`config.mk`:
```
export PLATFORM = sky130hd
export DESIGN_NAME = output_deserializer
export DESIGN_NICKNAME = d
export VERILOG_FILES = /design/src/rtl/nn_pkg.sv /design/src/rtl/output_deserializer.sv
export SDC_FILE = /design/constraint.sdc
export NUM_CORES = 1
export LEC_CHECK = 0
export ABC_CLOCK_PERIOD_IN_PS = 7400
export BUFFER_PORTS_ARGS = -buffer_cell sky130_fd_sc_hd__buf_2
export CORE_MARGIN = 2
export CORE_UTILIZATION = 45
export DETAILED_ROUTE_END_ITERATION = 10
export PLACE_DENSITY = 0.69
export SYNTH_ARGS = -nofsm -noshare
export SYNTH_HDL_FRONTEND = slang
export SYNTH_SLANG_ARGS = --single-unit
```
`constraint.sdc`:
```
create_clock -name clk -period 7.4 [get_ports clk]
set_input_delay 0.74 -clock clk [delete_from_list [all_inputs] [get_ports clk]]
set_output_delay 0.74 -clock clk [all_outputs]
set_load 0.005 [all_outputs]
```
`src/rtl/nn_pkg.sv`:
```
`default_nettype none
// ============================================================================
// Package  : nn_pkg
// Purpose  : Shared types for the output deserializer.
//            deser_state_e - COLLECT while words are gathered,
//                            FULL while a complete vector waits for the
//                            consumer.
// Revision : 1.0 - initial release
// ============================================================================
package nn_pkg;

  typedef enum logic [0:0] {
    COLLECT = 1'b0,
    FULL    = 1'b1
  } deser_state_e;

endpackage : nn_pkg
`default_nettype wire

```
`src/rtl/output_deserializer.sv`:
```
`default_nettype none
// ============================================================================
// Module   : output_deserializer
// Purpose  : Collects numWords serial words of dataWidth bits into one
//            parallel vector and offers it with a valid/ready handshake.
//            With msbFirst=0 the first word lands in the lowest slot of
//            outData; with msbFirst=1 it lands in the highest slot.
//
// Ports    : clk        - single rising-edge clock
//            reset      - synchronous active-low reset
//            clear      - synchronous flush of a partial vector
//            inValid    - serial word present on inData
//            inData     - serial word
//            inReady    - block accepts a word (registered)
//            outValid   - complete vector held (registered)
//            outReady   - consumer accepts the vector
//            outData    - assembled vector, numWords*dataWidth bits
//            wordCount  - words captured so far in the current vector
//            overrun    - sticky: a word was offered while inReady=0
//                         (present only with OUTPUT_DESER_OVERRUN_EN)
//
// Options  : `define OUTPUT_DESER_OVERRUN_EN to add the overrun output.
//
// Revision : 1.0 - initial release
// ============================================================================
module output_deserializer
  import nn_pkg::*;
#(
  parameter int numWords     = 16,
  parameter int dataWidth    = 16,
  parameter int counterWidth = $clog2(numWords),
  parameter int msbFirst     = 0
) (
  input  logic                          clk,
  input  logic                          reset,
  input  logic                          clear,
  input  logic                          inValid,
  input  logic [dataWidth-1:0]          inData,
  output logic                          inReady,
  output logic                          outValid,
  input  logic                          outReady,
  output logic [dataWidth*numWords-1:0] outData,
  output logic [counterWidth-1:0]       wordCount
`ifdef OUTPUT_DESER_OVERRUN_EN
  ,
  output logic                          overrun
`endif
);

  localparam logic [counterWidth-1:0] LAST_IDX = counterWidth'(numWords - 1);

  deser_state_e                  state_q,     state_d;
  logic [counterWidth-1:0]       count_q,     count_d;
  logic [dataWidth*numWords-1:0] data_q,      data_d;
  logic                          in_ready_q,  in_ready_d;
  logic                          out_valid_q, out_valid_d;
  logic [counterWidth-1:0]       slot;

`ifdef OUTPUT_DESER_OVERRUN_EN
  logic                          overrun_q,   overrun_d;
`endif

  always_comb begin
    state_d     = state_q;
    count_d     = count_q;
    data_d      = data_q;
    in_ready_d  = in_ready_q;
    out_valid_d = out_valid_q;

    // Slot written by the current capture; reversed when msbFirst is set.
    if (msbFirst != 0) begin
      slot = LAST_IDX - count_q;
    end else begin
      slot = count_q;
    end

    if (clear) begin
      // Flush wins over any capture or transfer on this edge; slot
      // contents are intentionally kept.
      state_d     = COLLECT;
      count_d     = '0;
      in_ready_d  = 1'b1;
      out_valid_d = 1'b0;
    end else begin
      case (state_q)
        COLLECT: begin
          if (inValid && in_ready_q) begin
            data_d[32'(slot) * dataWidth +: dataWidth] = inData;
            if (count_q == LAST_IDX) begin
              count_d     = '0;
              state_d     = FULL;
              in_ready_d  = 1'b0;
              out_valid_d = 1'b1;
            end else begin
              count_d = count_q + counterWidth'(1);
            end
          end
        end
        FULL: begin
          if (out_valid_q && outReady) begin
            state_d     = COLLECT;
            in_ready_d  = 1'b1;
            out_valid_d = 1'b0;
          end
        end
        default: begin
          state_d     = COLLECT;
          count_d     = '0;
          in_ready_d  = 1'b1;
          out_valid_d = 1'b0;
        end
      endcase
    end
  end

`ifdef OUTPUT_DESER_OVERRUN_EN
  always_comb begin
    overrun_d = overrun_q;
    if (clear) begin
      overrun_d = 1'b0;
    end else if (inValid && !in_ready_q) begin
      overrun_d = 1'b1;
    end
  end
`endif

  always_ff @(posedge clk) begin
    if (!reset) begin
      state_q     <= COLLECT;
      count_q     <= '0;
      data_q      <= '0;
      in_ready_q  <= 1'b1;
      out_valid_q <= 1'b0;
`ifdef OUTPUT_DESER_OVERRUN_EN
      overrun_q   <= 1'b0;
`endif
    end else begin
      state_q     <= state_d;
      count_q     <= count_d;
      data_q      <= data_d;
      in_ready_q  <= in_ready_d;
      out_valid_q <= out_valid_d;
`ifdef OUTPUT_DESER_OVERRUN_EN
      overrun_q   <= overrun_d;
`endif
    end
  end

  assign inReady   = in_ready_q;
  assign outValid  = out_valid_q;
  assign outData   = data_q;
  assign wordCount = count_q;
`ifdef OUTPUT_DESER_OVERRUN_EN
  assign overrun   = overrun_q;
`endif

endmodule : output_deserializer
`default_nettype wire

```
==> results.toml, run 1 <==
[status]
status = "finished clean"

[power]
p_leak_nw = 5.11
ir_drop_mv = 0.139
power.total_mw = 2.84
cellPowerDensity_nw_per_um2 = 226

[clock_tree]
post_cts.repair.setup_buffers = 0
cts-root-buf = "clkbuf_16"
tritoncts = "yes"
clock_latency_ns = 0.53
cts_hold_buf = 0
cts_htree_levels = 1
path_clk_slew_ns = 0.06
clock_sinks = 263
cts_resized = 0
cts_made_buffers = 27
clk_path_buf_depth = 3

[yosys]
syn_inst = 1106
synth_area_sq_um = 10300
syn_nets = 1132
synth_area_leaders = "dfxtp_1 51%, mux2i_1 9.3%, nand2_1 7.4%"
ys_ff_latch = 263
yosysTopAreaCellShare_pct = 50.9
ys_seq_area_share_pct = 50.9
syn_avg_cell_area_sq_um = 9.35
yosys_warnings = 0
synth_cell_types = 57
synth_area_leader_cell = "dfxtp_1"

[place]
port-buffer-count = 282
placed_cells = 1577
dp_hpwl_um = 22100
gp_congestion = 0.884

[floorplan]
fp.dieArea_sq_um = 24200
die_x_um = 156
fp.dieH_um = 156
core_region_area_sq_um = 22600
floorplan.io_pins = 283
row_count = 55
start_util_pct = 45.8

[timing]
fin_hold_ws_ns = 0.446
setup_tns_ns = 0
slew_viol_final = 0
rsz0062_at_grt = "no"
hold_viol_final = 0
maxSlewHeadroom_pct = 18.8
fmax_mhz = 302
period_minus_slack_ns = 3.31
setup_viol = 0
worstMarginPinSlew_ns = 1.22
finalCritPeriodShare_pct = 44.7
skew_ns = 0.00892

[grt]
grt_max_degree = 102
overflow = 0
first_global_vias = 8240
grt_pass1_wl_um = 48300
grt_usage_pct = 25.4
antenna_found_initial = 0

[finish]
final_cells = 1626
seqCellArea_sq_um = 5270
layout_common_cells = "281 x buf_2, 263 x dfxtp_1, 205 x nand2_1"
multi_input_area_sq_um = 4550
final_common_cell = "buf_2"
drive_gt1_share_pct = 27.7
fin_nets = 1347
nFillCells = 2059
area_growth_pct = 21.6
antenna_cells = 0

[critical_path]
cp-end-kind = "flip-flop"
path_class = "flip-flop to flip-flop"
worst_setup_path_start_kind = "flip-flop"
critPathMaxFanout = 17
worst-endpoint-arrival_ns = 3.78
crit_required_ns = 7.87

[route]
wire_per_inst_um = 20.0
first_pass_iters = 5
vias = 9154
drtAntennaViolNets = 0
wirelength_um = 32500
drt_drc_violations_left = 0
drt_iter0_markers = 645
vias_per_cell = 5.63

[min_path]
hp-class = "flip-flop to flip-flop"

[flow_run]
cap_viol_max_count = 0
==> critical path: stages, from the launching register on <==
cell     delay (ns)
dfxtp_1        0.69
nor3_1         0.13
ha_1           0.49
or2_2          0.42
nor2_2         0.53
and4_1         0.71
a32o_1         0.26
==> registers in the layout (all words and copies together), names as in the netlist <==
name,flops
outData,256
outValid,1
wordCount,4
inReady,1
state_q,1
==> cell families (layout without fill, tap and decap cells) <==
kind of cell	after synthesis	after routing	synth area share, %
AO/OA/AOI/OAI	181	181	12.6
adder cells (fa/ha/maj)	5	5	0.605
flip-flops	263	263	50.9
buffers and inverters	117	352	5.64
XOR/XNOR	4	4	0.411
multiplexers	96	96	9.29
AND/OR/NAND/NOR	440	440	20.5
==> area by class of cell <==
type                       count  area share, %
sequential                   263           41.9
multi-input combinational    726           36.2
timing repair buffer         298           12.2
clock buffer                  37           6.15
tap                          285           2.84
clock inverter                12          0.567
inverter                       5          0.149
==> routing by layer <==
metal / global-route usage [%] / wire, um
met5: 0 / 0
met4: 10.1 / 1360
met3: 4.36 / 2690
met2: 38.5 / 14300
met1: 36.1 / 14200
==> stage by stage <==
stage | worst slack [ns] | area, sq um | utilization (%)
floorplan | 4.97 | 10300 | -
global placement | 4.14 | 11700 | 52.0
detailed placement | 4.09 | 11700 | 52.0
CTS | 4.12 | 12600 | 55.7
global route | 3.83 | 12600 | 55.7
finish | 4.09 | 12600 | 55.7
==> Yosys cell counts, drive strengths merged <==
cell	count
clkinv	1
inv	4
xor2	2
nand2b	5
or4	1
o2111a	1
o2111ai	3
nand3	151
and4bb	1
and3	1
nor2	15
o21bai	3
a22o	16
o21ai	53
a41oi	3
a21o	1
nor3	2
ha	5
and2	17
nor4b	7
a32o	16
and2b	1
or3b	1
o31ai	48
a31oi	3
and3b	2
mux2i	96
a21oi	21
clkbuf	73
xnor2	2
nor4	1
a2111oi	1
dfxtp	263
buf	39
and4	2
nand2	205
o2bb2ai	12
or4b	1
nand4	19
or2	6
nand3b	2
==> power by group <==
part	internal [mW]	switching (mW)
Sequential	1.42	0.00306
Clock	0.730	0.568
Combinational	0.0236	0.0993
Total	2.17	0.670
==> final timing paths <==
path | end | cells past startpoint | startpoint | slack [ns]
worst max-delay path | outData[248]$_SDFFE_PN0P_ | 6 | wordCount[0]$_SDFFE_PP0P_ | 4.09
worst min-delay path | outData[0]$_SDFFE_PN0P_ | 2 | outData[0]$_SDFFE_PN0P_ | 0.45
worst max register to register | outData[248]$_SDFFE_PN0P_ | 6 | wordCount[0]$_SDFFE_PP0P_ | 4.09
worst min register to register | outData[0]$_SDFFE_PN0P_ | 2 | outData[0]$_SDFFE_PN0P_ | 0.45
(Power assumes the default switching activity.)
==> run 2: changes to the inputs <==
Settings changed: ABC_CLOCK_PERIOD_IN_PS 7400 to 2700, PLACE_DENSITY 0.69 to 0.72.
Clock period 7.4 ns to 2.7 ns, I/O delays scaled along.
==> run 2 against run 1 <==
  * Worst hold slack worse by 0.37 ns
  * Core utilization up 1.4 points
  * Flip-flop and latch count unchanged
  * Wire length up 0.44%
  * Critical path depth up 1
  * Fmax up 36%
  * Die area unchanged
  * Combinational power rose to 2.9 times the previous value
  * Register-to-register slack worse by 3.8 ns
  * Critical endpoint is now outData[96]$_SDFFE_PN0P_
  * Largest power group unchanged
==> results.toml, run 2 (synthesized netlist as in run 1, its figures left out) <==
[timing]
fmax_mhz = 412
hold_viol_final = 0
maxSlewHeadroom_pct = 44.1
rsz0062_at_grt = "no"
worstMarginPinSlew_ns = 0.836
setup_tns_ns = 0
setup_viol = 0
finalCritPeriodShare_pct = 90.0
period_minus_slack_ns = 2.43
slew_viol_final = 0
skew_ns = 0.00823
fin_hold_ws_ns = 0.0778

[min_path]
hp-class = "input pin to flip-flop"
min-delay-start = "outReady"

[route]
wirelength_um = 32600
wire_per_inst_um = 19.8
vias = 9336
first_pass_iters = 5
drt_drc_violations_left = 0
vias_per_cell = 5.66
drt_iter0_markers = 637
drtAntennaViolNets = 0

[place]
placed_cells = 1602
port-buffer-count = 282
dp_hpwl_um = 22400
gp_congestion = 0.861

[critical_path]
crit_required_ns = 3.15
crit_slowest_cell = "nor4b_2"
startpoint = "wordCount[1]$_SDFFE_PP0P_"
cp-end-kind = "flip-flop"
regToRegStartpoint = "wordCount[1]$_SDFFE_PP0P_"
worst-endpoint-arrival_ns = 2.88
cpPeakStageDelay_ns = 0.46
worst_setup_path_start_kind = "flip-flop"
crit_chain = "inv_1 > ha_1 > o21bai_1 > a21o_1 > nor4b_2 > buf_12 > mux2i_1"
critPathMaxFanout = 16
path_class = "flip-flop to flip-flop"

[grt]
grt_pass1_wl_um = 49400
grt_max_degree = 90
first_global_vias = 8659
grt_usage_pct = 25.8
overflow = 0
antenna_found_initial = 0

[floorplan]
floorplan.io_pins = 283
core_region_area_sq_um = 22600
start_util_pct = 45.8
row_count = 55
fp.dieArea_sq_um = 24200
die_x_um = 156
fp.dieH_um = 156

[finish]
final_cells = 1649
final_common_cell = "buf_2"
layout_common_cells = "281 x buf_2, 261 x dfxtp_1, 205 x nand2_1"
largest_reg_flops = 256
area_growth_pct = 24.7
drive_gt1_share_pct = 29.0
utilization_pct = 57.1
fin_nets = 1371
antenna_cells = 0

[power]
p_leak_nw = 5.28
ir_drop_mv = 0.424
power.total_mw = 8.04
cellPowerDensity_nw_per_um2 = 624

[clock_tree]
cts-root-buf = "clkbuf_16"
clock_sinks = 263
cts_hold_buf = 0
cts_resized = 0
tritoncts = "yes"
clk_path_buf_depth = 3
clock_latency_ns = 0.52
post_cts.repair.setup_buffers = 0
path_clk_slew_ns = 0.06
cts_made_buffers = 26
cts_htree_levels = 1

[status]
status = "finished clean"

[flow_run]
cap_viol_max_count = 0
## run 2: changes by cell type in the layout (fill, tap and decap cells not counted)
| cell | previous run | this run |
|---|---|---|
| buf_4 | 17 | 36 |
| clkbuf_1 | 4 | 5 |
| clkinv_2 | 8 | 6 |
| clkinvlp_4 | 3 | 0 |
| dfxtp_2 | 0 | 2 |
| buf_12 | 0 | 6 |
| dfxtp_1 | 263 | 261 |
| bufinv_16 | 0 | 3 |
| clkinv_4 | 1 | 0 |
## run 2: where the power goes
group,leakage (nW),switching [mW],internal (mW)
registers,2.12,0.00760,3.89
logic,2.72,0.279,0.0812
clock network,0.448,1.51,2.27
total,5.28,1.80,6.24
## run 2: final cells by class
cell class	count	area, sq um
fill	2033	9680
sequential	263	5270
multi-input combinational	726	4550
timing repair buffer	323	1800
clock buffer	38	777
tap	285	357
clock inverter	9	120
inverter	5	18.8
## run 2: routing by layer
| metal | GRT usage [%] | share of wire (%) |
|---|---|---|
| met5 | 0 | 0 |
| met4 | 9.92 | 3.7 |
| met3 | 5.31 | 8.1 |
| met2 | 40.7 | 45 |
| met1 | 34.8 | 43 |
## run 2: path summary, 6_finish.rpt
check | to | slack [ns] | cells after the start
max | outData[96]$_SDFFE_PN0P_ | 0.27 | 7
min | inReady$_SDFFE_PP1P_ | 0.08 | 3
max reg2reg | outData[96]$_SDFFE_PN0P_ | 0.27 | 7
min reg2reg | outData[9]$_SDFFE_PN0P_ | 0.45 | 2
## run 2: metrics by stage
step | worst slack [ns] | instance area [sq um]
final | 0.270 | 12900
after global routing | 0.0280 | 12900
after CTS | 0.117 | 12900
after detailed placement | 0.191 | 12000
after global placement | 0.288 | 12000
after floorplan | 0.269 | 10300
## run 2: critical path, delay by kind of cell, from the launching register on
kind / cells / cell delay [ns]
buffers and inverters: 2 / 0.36
AND/OR/NAND/NOR: 1 / 0.46
multiplexers: 1 / 0.21
adder cells (fa/ha/maj): 1 / 0.32
flip-flops: 1 / 0.41
AO/OA/AOI/OAI: 2 / 0.57
